**src/rtl/calc_pkg.sv**
```systemverilog
// Shared state encoding and operation-select codes for the calculator sequencer.
package calc_pkg;

  typedef enum logic [2:0] {
    S_IDLE    = 3'b000,
    S_CAP_A   = 3'b001,
    S_WAIT_B  = 3'b010,
    S_CAP_B   = 3'b011,
    S_WAIT_OP = 3'b100,
    S_EXEC    = 3'b101,
    S_SHOW    = 3'b110,
    S_ERR     = 3'b111
  } state_t;

  localparam logic [1:0] OP_ZERO = 2'b00;
  localparam logic [1:0] OP_ADD  = 2'b01;
  localparam logic [1:0] OP_SUB  = 2'b10;

  // Exactly one operation switch must be on for a legal selection.
  function automatic logic op_legal(input logic add, input logic sub);
    return add ^ sub;
  endfunction

endpackage

```
**src/rtl/calc_sequencer_btn_sync_edge.sv**
```systemverilog
// Pushbutton conditioning: two-flop synchronizer plus an edge-detect flop.
// Produces a single-cycle press pulse per rising edge of the raw button.
module btn_sync_edge (
  input  logic clk,
  input  logic ar,
  input  logic btn_in,
  output logic press_out
);

  logic r_s1;
  logic r_s2;
  logic r_s3;

  // Synchronize the raw button and keep one extra stage for edge detection.
  always_ff @(posedge clk or posedge ar) begin
    if (ar) begin
      r_s1 <= 1'b0;
      r_s2 <= 1'b0;
      r_s3 <= 1'b0;
    end else begin
      r_s1 <= btn_in;
      r_s2 <= r_s1;
      r_s3 <= r_s2;
    end
  end

  assign press_out = r_s2 & ~r_s3;

endmodule

```
**src/rtl/calc_sequencer.sv**
```systemverilog
// Control FSM for the sign-magnitude add/sub calculator: sequences A, B and
// operation entry from one ENTER button and drives load/select/display controls.
module calc_sequencer
  import calc_pkg::*;
#(
  parameter int unsigned TIMEOUT = 32'd50_000_000,
  parameter int unsigned CNT_W   = 26
) (
  input  logic       clk,
  input  logic       ar,
  input  logic       enter,
  input  logic       sw_add,
  input  logic       sw_sub,
  output logic       a_load,
  output logic       b_load,
  output logic [1:0] op_sel,
  output logic       res_valid,
  output logic       blank_a,
  output logic       blank_b,
  output logic       blank_res,
  output logic       err,
  output logic [2:0] state_out
);

  localparam logic [CNT_W-1:0] LP_CNT_LAST = CNT_W'(TIMEOUT - 1);

  logic             w_press;
  logic             w_timeout;
  state_t           r_state;
  state_t           w_state_nxt;
  logic [CNT_W-1:0] r_cnt;
  logic [CNT_W-1:0] w_cnt_nxt;
  logic [1:0]       r_op;
  logic [1:0]       w_op_nxt;

  btn_sync_edge u_enter_sync (
    .clk      (clk),
    .ar       (ar),
    .btn_in   (enter),
    .press_out(w_press)
  );

  // State, timeout counter and latched operation registers.
  always_ff @(posedge clk or posedge ar) begin
    if (ar) begin
      r_state <= S_IDLE;
      r_cnt   <= '0;
      r_op    <= OP_ZERO;
    end else begin
      r_state <= w_state_nxt;
      r_cnt   <= w_cnt_nxt;
      r_op    <= w_op_nxt;
    end
  end

  // Next-state, timeout counting and Moore output decode.
  always_comb begin
    w_state_nxt = r_state;
    w_op_nxt    = r_op;
    w_cnt_nxt   = '0;
    w_timeout   = (r_cnt == LP_CNT_LAST);
    a_load      = 1'b0;
    b_load      = 1'b0;
    op_sel      = OP_ZERO;
    res_valid   = 1'b0;
    blank_a     = 1'b1;
    blank_b     = 1'b1;
    blank_res   = 1'b1;
    err         = 1'b0;
    state_out   = r_state;

    case (r_state)
      S_IDLE: begin
        if (w_press) w_state_nxt = S_CAP_A;
      end
      S_CAP_A: begin
        a_load      = 1'b1;
        w_state_nxt = S_WAIT_B;
      end
      S_WAIT_B: begin
        blank_a = 1'b0;
        if (w_press)        w_state_nxt = S_CAP_B;
        else if (w_timeout) w_state_nxt = S_IDLE;
      end
      S_CAP_B: begin
        b_load      = 1'b1;
        blank_a     = 1'b0;
        w_state_nxt = S_WAIT_OP;
      end
      S_WAIT_OP: begin
        blank_a = 1'b0;
        blank_b = 1'b0;
        if (w_press) begin
          if (op_legal(sw_add, sw_sub)) begin
            w_state_nxt = S_EXEC;
            w_op_nxt    = sw_add ? OP_ADD : OP_SUB;
          end else begin
            w_state_nxt = S_ERR;
          end
        end else if (w_timeout) begin
          w_state_nxt = S_IDLE;
        end
      end
      S_EXEC: begin
        blank_a     = 1'b0;
        blank_b     = 1'b0;
        op_sel      = r_op;
        w_state_nxt = S_SHOW;
      end
      S_SHOW: begin
        blank_a   = 1'b0;
        blank_b   = 1'b0;
        blank_res = 1'b0;
        res_valid = 1'b1;
        op_sel    = r_op;
        if (w_press) w_state_nxt = S_IDLE;
      end
      S_ERR: begin
        blank_a = 1'b0;
        blank_b = 1'b0;
        err     = 1'b1;
        if (w_press) w_state_nxt = S_IDLE;
      end
      default: w_state_nxt = S_IDLE;
    endcase

    // Counter only runs while waiting; any press or state change restarts it.
    if ((w_state_nxt == r_state) && !w_press &&
        ((r_state == S_WAIT_B) || (r_state == S_WAIT_OP))) begin
      w_cnt_nxt = r_cnt + 1'b1;
    end
  end

endmodule

```
**config.mk**
```make
export PLATFORM = sky130hd
export DESIGN_NAME = calc_sequencer
export DESIGN_NICKNAME = d
export VERILOG_FILES = /design/src/rtl/calc_pkg.sv /design/src/rtl/calc_sequencer_btn_sync_edge.sv /design/src/rtl/calc_sequencer.sv
export SDC_FILE = /design/constraint.sdc
export NUM_CORES = 1
export LEC_CHECK = 0
export ABC_CLOCK_PERIOD_IN_PS = 4110
export BUFFER_PORTS_ARGS = -buffer_cell sky130_fd_sc_hd__clkbuf_2
export CAP_MARGIN = 10
export CORE_ASPECT_RATIO = 0.5
export CORE_MARGIN = 4
export CORE_UTILIZATION = 40
export CTS_BUF_LIST = sky130_fd_sc_hd__clkbuf_8
export DETAILED_ROUTE_END_ITERATION = 12
export GPL_TIMING_DRIVEN = 0
export PLACE_DENSITY_LB_ADDON = 0.3
export RECOVER_POWER = 50
export SLEW_MARGIN = 20
export SYNTH_ARGS = -nofsm -noshare
export SYNTH_HDL_FRONTEND = slang
export SYNTH_SLANG_ARGS = --single-unit
```
**constraint.sdc**
```tcl
create_clock -name clk -period 4.11 [get_ports clk]
set_input_delay 0.2055 -clock clk [delete_from_list [all_inputs] [get_ports clk]]
set_output_delay 0.2055 -clock clk [all_outputs]
set_load 0.1 [all_outputs]
```
==> flow_summary.html <==
<table>
<tr><th>Metric</th><th>Value</th></tr>
<tr><th colspan="2">Status</th></tr>
<tr><td>Outcome</td><td>finished, final reports clean</td></tr>
<tr><th colspan="2">Worst setup path</th></tr>
<tr><td>Launching element type of the critical path</td><td>flip-flop</td></tr>
<tr><td>Worst Path Required</td><td>between 4000 and 5000 ps</td></tr>
<tr><td>Number of cells traversed by the worst register-to-register path</td><td>5</td></tr>
<tr><td>Critical Path, Cell by Cell</td><td>nor2b_2 -&gt; or4b_4 -&gt; nor4_4 -&gt; buf_6 -&gt; nor3_1</td></tr>
<tr><td>RR Endpoint</td><td>r_cnt[10]</td></tr>
<tr><td>Internal reg-to-reg setup slack</td><td>just under 2000 ps</td></tr>
<tr><td>Library cell contributing the largest single delay on the critical path</td><td>sky130_fd_sc_hd__nor4_4</td></tr>
<tr><td>Launching point of the worst reg2reg path</td><td>u_enter_sync.r_s2</td></tr>
<tr><td>Highest fanout seen on the critical path</td><td>10</td></tr>
<tr><td>Crit path DAT</td><td>~2300 ps</td></tr>
<tr><td>Critical path class</td><td>flip-flop to flip-flop</td></tr>
<tr><td>Kind of capture point of the worst setup path</td><td>flip-flop</td></tr>
<tr><td>Largest stage delay, worst path</td><td>~630 ps</td></tr>
<tr><th colspan="2">Yosys</th></tr>
<tr><td>Post-synthesis mux area share</td><td>0</td></tr>
<tr><td>Synth top area share</td><td>0.444</td></tr>
<tr><td>Synthesized flop and latch total</td><td>34</td></tr>
<tr><td>Synth Area in Adders</td><td>0.00653</td></tr>
<tr><td>Count of unique library cells instantiated by Yosys</td><td>40</td></tr>
<tr><td>Top cell type by total area after synthesis</td><td>sky130_fd_sc_hd__dfrtp_1</td></tr>
<tr><td>Total standard cell area after synthesis</td><td>approximately 0.0019 mm^2</td></tr>
<tr><td>Post-Synth Simple-Gate Area</td><td>0.295</td></tr>
<tr><td>Number of nets in the synthesized netlist</td><td>around 200</td></tr>
<tr><td>Fraction of the yosys area taken by sequential cells</td><td>0.444</td></tr>
<tr><td>Most used DFF post-synth</td><td>sky130_fd_sc_hd__dfrtp_1</td></tr>
<tr><td>Synthesis warning total</td><td>0</td></tr>
<tr><td>Fraction of registers with async set or reset after synthesis</td><td>1.00</td></tr>
<tr><td>Average cell area after synthesis</td><td>approximately 9.9 um^2</td></tr>
<tr><td>Main combinational cell family by area after synthesis</td><td>simple AND/OR/NAND/NOR gates</td></tr>
<tr><td>Synth Instances</td><td>193</td></tr>
<tr><td>Compound-Gate Fraction of Synth Area</td><td>0.120</td></tr>
<tr><td>XOR/XNOR Fraction of Synth Area</td><td>0.0686</td></tr>
<tr><td>Count of flip-flops with a built-in enable after synthesis</td><td>0</td></tr>
<tr><td>Leading cell types by total area after synthesis</td><td>sky130_fd_sc_hd__dfrtp_1 44%, sky130_fd_sc_hd__a211oi_1 4.7%, sky130_fd_sc_hd__xor2_1 4.6%</td></tr>
<tr><th colspan="2">CTS</th></tr>
<tr><td>CTS HTree Levels</td><td>2</td></tr>
<tr><td>Resize count post-CTS</td><td>0</td></tr>
<tr><td>Hold-fix buffers at CTS</td><td>0</td></tr>
<tr><td>TritonCTS Sinks</td><td>34</td></tr>
<tr><td>CTS tree</td><td>done</td></tr>
<tr><td>Worst-skew pair later-pin latency</td><td>between 200 and 300 ps</td></tr>
<tr><td>Post-CTS setup buffer count</td><td>0</td></tr>
<tr><td>Clock tree root buffer cell</td><td>sky130_fd_sc_hd__clkbuf_8</td></tr>
<tr><td>Clock slew at reported path FFs</td><td>around 70 ps</td></tr>
<tr><td>CTS Buf Count</td><td>5</td></tr>
<tr><td>Number of buffers on the longest clock path</td><td>2</td></tr>
<tr><th colspan="2">Route</th></tr>
<tr><td>Routed length per instance</td><td>roughly 15 um</td></tr>
<tr><td>Initial drt markers</td><td>99</td></tr>
<tr><td>DRC errors left</td><td>0</td></tr>
<tr><td>Number of vias in the routed layout</td><td>1571</td></tr>
<tr><td>Ratio of routed vias to standard cells</td><td>around 5.6</td></tr>
<tr><td>Post-DRT Antenna Nets</td><td>0</td></tr>
<tr><td>Number of search-and-repair iterations in the first detailed-routing pass</td><td>4</td></tr>
<tr><td>Wirelength, routed</td><td>around 4.2 mm</td></tr>
<tr><th colspan="2">Worst hold path</th></tr>
<tr><td>Hold Path Sink</td><td>u_enter_sync.r_s1</td></tr>
<tr><td>Worst min path class</td><td>primary input to flip-flop</td></tr>
<tr><td>Number of instances on the worst hold path</td><td>1</td></tr>
<tr><td>HP Start</td><td>enter</td></tr>
<tr><th colspan="2">Cells and area</th></tr>
<tr><td>Final #Nets</td><td>~220</td></tr>
<tr><td>Most frequent standard cell in the layout excluding fill and tap cells</td><td>sky130_fd_sc_hd__dfrtp_1</td></tr>
<tr><td>Share of the core filled with cells in the final layout</td><td>0.482</td></tr>
<tr><td>Top library cells by usage in the layout, fill and taps aside</td><td>34 x sky130_fd_sc_hd__dfrtp_1, 16 x sky130_fd_sc_hd__nand2_1, 15 x sky130_fd_sc_hd__clkbuf_2</td></tr>
<tr><td>Count of fill cells added during filler insertion</td><td>~430</td></tr>
<tr><td>Fraction of final layout cells with drive strength greater than 1</td><td>0.175</td></tr>
<tr><td>Area of all placed cells without fillers</td><td>around 0.0022 mm^2</td></tr>
<tr><td>Area added between synthesis and finish</td><td>13.4%</td></tr>
<tr><td>Count of antenna diodes in the layout</td><td>0</td></tr>
<tr><th colspan="2">Global route</th></tr>
<tr><td>Tot GR Track Use</td><td>0.153</td></tr>
<tr><td>Grt peak-use layer</td><td>met2</td></tr>
<tr><td>Via count of the first global-routing pass</td><td>roughly 1500</td></tr>
<tr><td>Grt met1 use</td><td>0.205</td></tr>
<tr><td>Met3 layer usage reported by global route</td><td>0.0339</td></tr>
<tr><td>Wire length of the first global-routing pass</td><td>roughly 7.4 mm</td></tr>
<tr><td>Pin count of the biggest net entering global routing</td><td>35</td></tr>
<tr><td>Met2 Usage GRT</td><td>0.242</td></tr>
<tr><td>Initial antenna violation count</td><td>0</td></tr>
<tr><td>Total congestion overflow after global routing</td><td>0</td></tr>
<tr><th colspan="2">Pwr</th></tr>
<tr><td>Leakage power</td><td>0.913 nW</td></tr>
<tr><td>Power per cell area</td><td>between 500 and 600 mW/mm^2</td></tr>
<tr><td>Peak supply drop</td><td>about 0.4 mV</td></tr>
<tr><td>Total Power Consumption</td><td>1.27 mW</td></tr>
<tr><th colspan="2">Timing</th></tr>
<tr><td>Count of final max-slew check failures</td><td>0</td></tr>
<tr><td>Number of setup violations in the final report</td><td>0</td></tr>
<tr><td>Number of hold violations in the final report</td><td>0</td></tr>
<tr><td>Unrepaired setup endpoints after global routing</td><td>no</td></tr>
<tr><td>Achievable Freq</td><td>about 460 MHz</td></tr>
<tr><td>Worst-case hold slack</td><td>about 18 ps</td></tr>
<tr><td>Relative slew margins</td><td>0.131</td></tr>
<tr><td>Share of the clock period used by the worst path</td><td>0.529</td></tr>
<tr><td>Pin slew with the least headroom to its limit</td><td>between 1000 and 1500 ps</td></tr>
<tr><td>Final setup skew</td><td>~2.0 ps</td></tr>
<tr><td>Setup tns final</td><td>0 ps</td></tr>
<tr><td>Period minus WS final</td><td>~2200 ps</td></tr>
<tr><th colspan="2">Die</th></tr>
<tr><td>Placeable core area</td><td>around 0.0045 mm^2</td></tr>
<tr><td>Initial Utilization</td><td>0.425</td></tr>
<tr><td>Floorplan die area</td><td>approximately 0.0060 mm^2</td></tr>
<tr><td>Chip Height</td><td>between 50 and 60 um</td></tr>
<tr><td>Row cnt</td><td>17</td></tr>
<tr><td>Top-level I/O count</td><td>17</td></tr>
<tr><td>Die boundary width</td><td>approximately 110 um</td></tr>
<tr><th colspan="2">Placement</th></tr>
<tr><td>DP HPWL</td><td>a little under 3 mm</td></tr>
<tr><td>I/O Buffers</td><td>16</td></tr>
<tr><td>Cell Area, Placed</td><td>~0.0021 mm^2</td></tr>
<tr><td>Final weighted congestion of routability-driven global placement</td><td>roughly 0.78</td></tr>
<tr><th colspan="2">Job</th></tr>
<tr><td>Maxcap violations</td><td>0</td></tr>
</table>
-- worst max-delay path: cells and delay by family, from the launching register on --
family                 cells  cell delay [ps]
flip-flops                 1              380
AND/OR/NAND/NOR            4             1420
buffers and inverters      1              240
-- state kept, by name, indices dropped and copies added (netlist names) --
| signal | cells |
|---|---|
| u_enter_sync.r_s3 | 1 |
| u_enter_sync.r_s2 | 1 |
| r_op | 2 |
| u_enter_sync.r_s1 | 1 |
| r_cnt | 26 |
| state_out | 3 |
-- worst max-delay path by stage --
| stage | from | to | slack, ps | cells past startpoint |
|---|---|---|---|---|
| after floorplan | state_out[0] | a_load | 400 | 2 |
| after global placement | u_enter_sync.r_s2 | r_cnt[14] | 1960 | 5 |
| after detailed placement | u_enter_sync.r_s2 | r_cnt[10] | 1930 | 5 |
| after CTS | u_enter_sync.r_s2 | r_cnt[7] | 1920 | 5 |
| after global routing | u_enter_sync.r_s2 | state_out[1] | 1810 | 5 |
| final | u_enter_sync.r_s2 | r_cnt[10] | 1930 | 5 |
-- kinds of logic (layout without fill, tap and decap cells) --
kind of cell,count (synthesis),in the layout
simple gates,91,91
flops,34,34
xor+xnor,15,15
fa+ha+maj,1,1
compound gates,33,33
buf+inv,19,43
-- Yosys cell counts, types with 8 or more instances --
library cell	number
sky130_fd_sc_hd__a211oi_1	12
sky130_fd_sc_hd__nand4_1	8
sky130_fd_sc_hd__or4_1	9
sky130_fd_sc_hd__o21ai_0	8
sky130_fd_sc_hd__o31ai_1	9
sky130_fd_sc_hd__xor2_1	10
sky130_fd_sc_hd__nand3_1	10
sky130_fd_sc_hd__dfrtp_1	34
sky130_fd_sc_hd__nor3_1	14
sky130_fd_sc_hd__nand2_1	16
-- layer usage --
layer  vias to the layer above  routed length, um  part of all wire
met4                         0                 72             0.017
li1                        765                  -                 -
met1                       768               2000              0.48
met5                         -                  0                 0
met3                         9                187             0.045
met2                        29               1900              0.46
-- layout make-up --
class / count / area (um^2) / share of cell area
Clock buffer: 6 / 82.6 / 0.0380
Buffer: 12 / 100 / 0.0461
Multi-Input combinational cell: 140 / 938 / 0.432
Sequential cell: 34 / 851 / 0.392
Inverter: 7 / 26.3 / 0.0121
Clock inverter: 2 / 12.5 / 0.00576
Timing Repair Buffer: 16 / 78.8 / 0.0363
Tap cell: 66 / 82.6 / 0.0380
-- report_power, final --
group	total [mW]	leakage (nW)	internal, mW	switching [mW]
clock network	0.263	0.0472	0.135	0.128
logic	0.628	0.414	0.101	0.527
registers	0.384	0.452	0.360	0.0237
total	1.27	0.913	0.595	0.679
-- metrics by stage --
stage               cells  setup slack, ps
floorplan             193              404
global placement      275             1960
detailed placement    275             1930
CTS                   283             1920
global route          283             1810
finish                283             1930
(Power assumes the default switching activity.)
